### src/rtl/mem_bist_pkg.sv
// Shared types and helpers for the 32x8 memory BIST sequencer.
// Holds the FSM/phase encodings and the per-phase expected-data rule.
package mem_bist_pkg;

    typedef enum logic [2:0] {
        IDLE,
        WR,
        RD,
        CHK,
        DONE
    } state_e;

    typedef enum logic {
        PH_CLEAR,
        PH_ADDR
    } phase_e;

    localparam int ERR_MAX = 255;
    localparam int ERR_W   = 8;

    // Clear phase expects zero; data=address phase expects the zero-extended address.
    function automatic logic [31:0] expected_data(input phase_e ph, input logic [31:0] addr);
        return (ph == PH_ADDR) ? addr : 32'd0;
    endfunction

endpackage

### src/rtl/mem_bist_checker.sv
// Read-data checker: flags mismatches, keeps a saturating error count
// and latches the address of the first failure since the last clear.
module mem_bist_checker
    import mem_bist_pkg::*;
#(
    parameter int ADDR_WIDTH = 5,
    parameter int DATA_WIDTH = 8
) (
    input  logic                  clk,
    input  logic                  rst,
    input  logic                  i_clear,
    input  logic                  i_en,
    input  logic [DATA_WIDTH-1:0] i_data,
    input  logic [DATA_WIDTH-1:0] i_expected,
    input  logic [ADDR_WIDTH-1:0] i_addr,
    output logic                  o_mismatch,
    output logic [ERR_W-1:0]      o_err_count,
    output logic [ADDR_WIDTH-1:0] o_first_fail_addr
);

    logic [ERR_W-1:0]      r_err_count;
    logic [ADDR_WIDTH-1:0] r_first_fail_addr;
    logic                  w_mismatch;

    // Case-inequality so an unknown bit on the read bus is treated as a failure.
    assign w_mismatch = i_en && (i_data !== i_expected);

    always_ff @(posedge clk or posedge rst) begin
        if (rst) begin
            r_err_count       <= '0;
            r_first_fail_addr <= '0;
        end else if (i_clear) begin
            r_err_count       <= '0;
            r_first_fail_addr <= '0;
        end else if (w_mismatch) begin
            if (r_err_count == '0) begin
                r_first_fail_addr <= i_addr;
            end
            if (r_err_count != ERR_W'(ERR_MAX)) begin
                r_err_count <= r_err_count + ERR_W'(1);
            end
        end
    end

    assign o_mismatch        = w_mismatch;
    assign o_err_count       = r_err_count;
    assign o_first_fail_addr = r_first_fail_addr;

endmodule

### src/rtl/mem_bist_ctrl.sv
// BIST sequencer: clear test then data=address test over every location,
// driving the memory pins from registers and reporting pass/fail.
module mem_bist_ctrl
    import mem_bist_pkg::*;
#(
    parameter int ADDR_WIDTH = 5,
    parameter int DATA_WIDTH = 8,
    parameter int DEPTH      = 2**ADDR_WIDTH
) (
    input  logic                  clk,
    input  logic                  rst,
    input  logic                  start,
    output logic                  busy,
    output logic                  done,
    output logic                  pass,
    output logic [7:0]            err_count,
    output logic [ADDR_WIDTH-1:0] first_fail_addr,
    output logic                  phase,
    output logic                  read,
    output logic                  write,
    output logic [ADDR_WIDTH-1:0] addr,
    output logic [DATA_WIDTH-1:0] data_in,
    input  logic [DATA_WIDTH-1:0] data_out
);

    state_e                r_state;
    phase_e                r_phase;
    logic                  r_read;
    logic                  r_write;
    logic [ADDR_WIDTH-1:0] r_addr;
    logic [DATA_WIDTH-1:0] r_data_in;
    logic                  r_busy;
    logic                  r_done;
    logic                  r_pass;

    logic                  w_clear;
    logic                  w_chk_en;
    logic                  w_last;
    logic                  w_mismatch;
    logic [DATA_WIDTH-1:0] w_expected;
    logic [7:0]            w_err_count;
    logic [ADDR_WIDTH-1:0] w_first_fail_addr;

    assign w_clear    = (r_state == IDLE) && start;
    assign w_chk_en   = (r_state == CHK);
    assign w_last     = (r_addr == ADDR_WIDTH'(DEPTH - 1));
    assign w_expected = DATA_WIDTH'(expected_data(r_phase, 32'(r_addr)));

    mem_bist_checker #(
        .ADDR_WIDTH (ADDR_WIDTH),
        .DATA_WIDTH (DATA_WIDTH)
    ) u_checker (
        .clk               (clk),
        .rst               (rst),
        .i_clear           (w_clear),
        .i_en              (w_chk_en),
        .i_data            (data_out),
        .i_expected        (w_expected),
        .i_addr            (r_addr),
        .o_mismatch        (w_mismatch),
        .o_err_count       (w_err_count),
        .o_first_fail_addr (w_first_fail_addr)
    );

    always_ff @(posedge clk or posedge rst) begin
        if (rst) begin
            r_state   <= IDLE;
            r_phase   <= PH_CLEAR;
            r_read    <= 1'b0;
            r_write   <= 1'b0;
            r_addr    <= '0;
            r_data_in <= '0;
            r_busy    <= 1'b0;
            r_done    <= 1'b0;
            r_pass    <= 1'b0;
        end else begin
            r_done <= 1'b0;
            case (r_state)
                IDLE: begin
                    if (start) begin
                        r_state   <= WR;
                        r_phase   <= PH_CLEAR;
                        r_addr    <= '0;
                        r_write   <= 1'b1;
                        r_read    <= 1'b0;
                        r_data_in <= DATA_WIDTH'(expected_data(PH_CLEAR, 32'd0));
                        r_busy    <= 1'b1;
                        r_pass    <= 1'b0;
                    end
                end
                WR: begin
                    if (w_last) begin
                        r_state   <= RD;
                        r_write   <= 1'b0;
                        r_read    <= 1'b1;
                        r_addr    <= '0;
                        r_data_in <= '0;
                    end else begin
                        r_addr    <= r_addr + ADDR_WIDTH'(1);
                        r_data_in <= DATA_WIDTH'(expected_data(r_phase, 32'(r_addr) + 32'd1));
                    end
                end
                RD: begin
                    r_read  <= 1'b0;
                    r_state <= CHK;
                end
                CHK: begin
                    if (!w_last) begin
                        r_addr  <= r_addr + ADDR_WIDTH'(1);
                        r_read  <= 1'b1;
                        r_state <= RD;
                    end else if (r_phase == PH_CLEAR) begin
                        r_phase   <= PH_ADDR;
                        r_state   <= WR;
                        r_write   <= 1'b1;
                        r_addr    <= '0;
                        r_data_in <= DATA_WIDTH'(expected_data(PH_ADDR, 32'd0));
                    end else begin
                        // The final compare lands in the checker on this same edge,
                        // so fold it in to have pass valid together with done.
                        r_state <= DONE;
                        r_done  <= 1'b1;
                        r_busy  <= 1'b0;
                        r_pass  <= (w_err_count == 8'd0) && !w_mismatch;
                    end
                end
                DONE: begin
                    r_state <= IDLE;
                    r_addr  <= '0;
                end
                default: begin
                    r_state <= IDLE;
                end
            endcase
        end
    end

    assign busy            = r_busy;
    assign done            = r_done;
    assign pass            = r_pass;
    assign err_count       = w_err_count;
    assign first_fail_addr = w_first_fail_addr;
    assign phase           = (r_phase == PH_ADDR);
    assign read            = r_read;
    assign write           = r_write;
    assign addr            = r_addr;
    assign data_in         = r_data_in;

endmodule

### config.mk
export PLATFORM = sky130hd
export DESIGN_NAME = mem_bist_ctrl
export DESIGN_NICKNAME = d
export VERILOG_FILES = /design/src/rtl/mem_bist_pkg.sv /design/src/rtl/mem_bist_checker.sv /design/src/rtl/mem_bist_ctrl.sv
export SDC_FILE = /design/constraint.sdc
export NUM_CORES = 1
export LEC_CHECK = 0
export CAP_MARGIN = 20
export CORE_ASPECT_RATIO = 1.75
export CORE_MARGIN = 1
export CORE_UTILIZATION = 40
export CTS_CLUSTER_DIAMETER = 30
export DETAILED_ROUTE_END_ITERATION = 10
export PLACE_DENSITY = 0.7
export SYNTH_ARGS = -nofsm -noshare
export SYNTH_HDL_FRONTEND = slang
export SYNTH_SLANG_ARGS = --single-unit
export TNS_END_PERCENT = 1
### constraint.sdc
create_clock -name clk -period 4.1 [get_ports clk]
set_input_delay 0.82 -clock clk [delete_from_list [all_inputs] [get_ports clk]]
set_output_delay 0.82 -clock clk [all_outputs]
set_load 0.02 [all_outputs]
==> flow_summary.yaml <==
route:
  routed_via_density: 5.42
  first_pass_iters: 4
  ant_nets: 0
  wire_per_inst_um: 14.1
  vias: 1566
  drt-initial-drc-count: 16
  finalWirelength_um: 4070
  route.detailed.drc: 0
clock_tree:
  cts_tree: "built"
  postCtsHoldBufs: 0
  cts_root_buf: "clkbuf_8"
  post_cts_buffers: 0
  cts.sinks: 33
  clock_latency_ns: 0.29
  numCtsBuffers: 5
  clk_path_buf_depth: 2
  cts_resized: 0
  htreeDepth: 2
  clk_pin_slew_ns: 0.06
placement:
  place_hpwl_um: 3030
  gp_congestion: 0.809
  io_buffers: 40
logic_synthesis:
  ys_seq_area_share_pct: 44.0
  syn_avg_cell_area_um2: 9.43
  synth_cell_types: 56
  synthArstFlopShare_pct: 100
  ys_ff_latch: 33
  synth.top_cells.by_area: "dfrtp_1 44%, nand2_1 5.0%, o21ai_0 3.5%"
  yosys.area.top_type_share_pct: 44.0
  syn_inst: 199
  ys.flop_type: "dfrtp_1"
  ys.warnings.count: 0
  synth_enable_flop_cells: 0
  yosys.area.top_type: "dfrtp_1"
  synth_area_um2: 1880
floorplanning:
  placementRows: 32
  die-area_um2: 4980
  ios: 43
  initial_core_util_pct: 42.2
  die_w_um: 53.8
  die_y_um: 92.6
  core_area_um2: 4440
setup_path:
  path_cells: "clkdlybuf4s50_1, xnor2_1, and4_1, o211ai_1, a21oi_4, a221o_1"
  r2r_cells: 9
  cpPeakStageDelay_ns: 0.45
  worst-setup-path-type: "primary input to register"
  worst-r2r-setup-slack_ns: 1.77
  critPathLaunchType: "primary input"
  cp-startpoint: "data_out[0]"
  crit_path_max_fanout: 6
  critPathSlowestCell: "clkdlybuf4s50_1"
  cp.arrival_ns: 2.61
  required_ns: 4.27
  critPathCaptureType: "register"
  r2r_start: "addr[0]$_DFFE_PP0P_"
timing:
  fmax_ghz: 0.409
  finalMaxSlewViolations: 0
  hold_viol: 0
  period_share_pct: 59.6
  rsz0062_at_grt: "false"
  layout_min_cycle_time_ns: 2.44
  setup_viol: 0
  tightest_slew_ns: 0.573
  slew_headroom_pct: 61.4
  fin_tns_setup_ns: 0
  skew_ns: 0.00929
global_routing:
  use_met3_pct: 3.45
  grt_pass1_wl_um: 6630
  grt_max_degree: 34
  grt_util_all_layers_pct: 18.4
  grt_busiest_layer: "met2"
  met1_usage_pct: 21.2
  grt_overflow: 0
  grt_antenna_before_repair: 0
  grt_pass1_vias: 1488
  grt_use_met2_pct: 30.7
pwr:
  clkPwrFrac_pct: 16.1
  p_sw_share_pct: 41.9
  share_seq_of_total_power_pct: 38.7
  power_frac_comb_pct: 45.2
  p_switching_uw: 587
  ir_drop_mv: 0.344
  p_total_uw: 1400
  leakagePower_uw: 0.00101
  p_int_uw: 813
  power_density_nw_per_um2: 591
finish:
  syn2layout_area_growth_pct: 26.2
  fin_nets: 255
  diodes: 0
  drive_above_1_share_pct: 7.98
  fillCellCount: 422
min_path:
  whs_path_depth: 2
  hp-class: "register to register"
  min-delay-start: "data_in[3]$_DFFE_PP0P_"
run_status:
  outcome: "complete, no violations"
run:
  maxCapViolations: 0
## cell usage after synthesis (all sizes together), types with 2 or more instances
library cell and count:
nand4 2, mux2i 5, buf 6, nand2 25, o211ai 2, o21ai 14, or3 3, o31ai 2
a221o 3, nor4b 2, nor2b 5, a21o 3, a21boi 3, nand3 8, inv 16, a211oi 2
a32o 2, nor4 2, dfrtp 33, o211a 2, clkbuf 3, nor3 6, nor2 16, o22ai 2
ha 5, a21oi 5, xnor2 5
## metrics by stage
step	cell area [um2]	util (%)	std cells	setup WS, ns	hold WS, ns
finish	2370	53.3	289	1.66	0.482
global route	2370	53.3	289	1.51	0.505
CTS	2370	53.3	289	1.66	0.488
floorplan	1880	-	200	1.87	0.582
global placement	2290	51.6	283	1.40	0.463
detailed placement	2290	51.6	283	1.37	0.465
## critical path, delay by kind of cell
family	cells	cell delay [ns]
AOI/OAI and AO/OA	3	0.96
and+or+nand+nor	1	0.24
buffers and inverters	1	0.45
xor gates and xnor gates	1	0.14
## cell families after synthesis
kind of cell	after synthesis	share of synthesized area (%)
and+or+nand+nor	77	21.7
AOI/OAI and AO/OA	46	18.5
DFF	33	44.0
buffers and inverters	25	6.27
xor gates and xnor gates	6	2.80
muxes	6	3.27
adders and majority gates	5	3.33
other	1	0.200
## cells in the final DEF, fill, tap and decap left out, types with 2 or more instances in the layout
| cell type | Yosys | routed |
|---|---|---|
| o21ai_0 | 13 | 13 |
| nor2_1 | 14 | 14 |
| nor4b_1 | 2 | 2 |
| or3_1 | 2 | 2 |
| nand4_1 | 2 | 2 |
| a21o_1 | 2 | 2 |
| nand3_1 | 8 | 8 |
| a221o_1 | 3 | 3 |
| inv_1 | 16 | 16 |
| nor2b_1 | 5 | 5 |
| o22ai_1 | 2 | 2 |
| xnor2_1 | 5 | 5 |
| a21boi_0 | 3 | 3 |
| o31ai_1 | 2 | 2 |
| nand2_1 | 25 | 25 |
| clkdlybuf4s50_1 | 0 | 40 |
| a32o_1 | 2 | 2 |
| ha_1 | 5 | 5 |
| a211oi_1 | 2 | 2 |
| conb_1 | 1 | 2 |
| mux2i_1 | 5 | 5 |
| dfrtp_1 | 33 | 33 |
| nor3_1 | 6 | 6 |
| a21oi_1 | 4 | 4 |
| clkbuf_8 | 0 | 5 |
## power by group through the flow
stage          combinational (uW)  clock (uW)  sequential [uW]
6_report                      633         226              542
5_1_grt                       695         239              558
4_1_cts                       641         230              541
3_5_place_dp                  637           0              546
3_3_place_gp                  629           0              546
2_1_floorplan                 374           0              573
## area by class of cell
type	count	area, um2	share of cell area [%]
Clock buffer	5	68.8	2.91
Tap cell	51	63.8	2.69
Sequential cell	33	826	34.9
Timing Repair Buffer	41	408	17.2
Multi-Input combinational cell	142	937	39.6
Inverter	16	60.1	2.54
Clock inverter	1	5.00	0.211
## routing by layer
metal  part of all wire (%)  up-vias
met5                      0        -
met3                    4.7        7
met2                     52       44
li1                       -      775
met4                    2.2        0
met1                     41      740
## path summary, 6_finish.rpt
check,to
min in group asynchronous,u_checker.o_err_count[3]$_DFFE_PP0P_
worst max register to register,write$_DFFE_PP0P_
worst max-delay path,u_checker.o_err_count[2]$_DFFE_PP0P_
worst min-delay path,data_in[3]$_DFFE_PP0P_
max in group asynchronous,addr[4]$_DFFE_PP0P_
worst min register to register,data_in[3]$_DFFE_PP0P_
## registers in the layout (all words and copies together), names as in the netlist
signal / cells
done: 1
read: 1
r_state: 3
u_checker.o_err_count: 8
busy: 1
write: 1
pass: 1
addr: 5
u_checker.o_first_fail_addr: 5
phase: 1
data_in: 6
No activity file was read; power rests on OpenSTA's default activity.
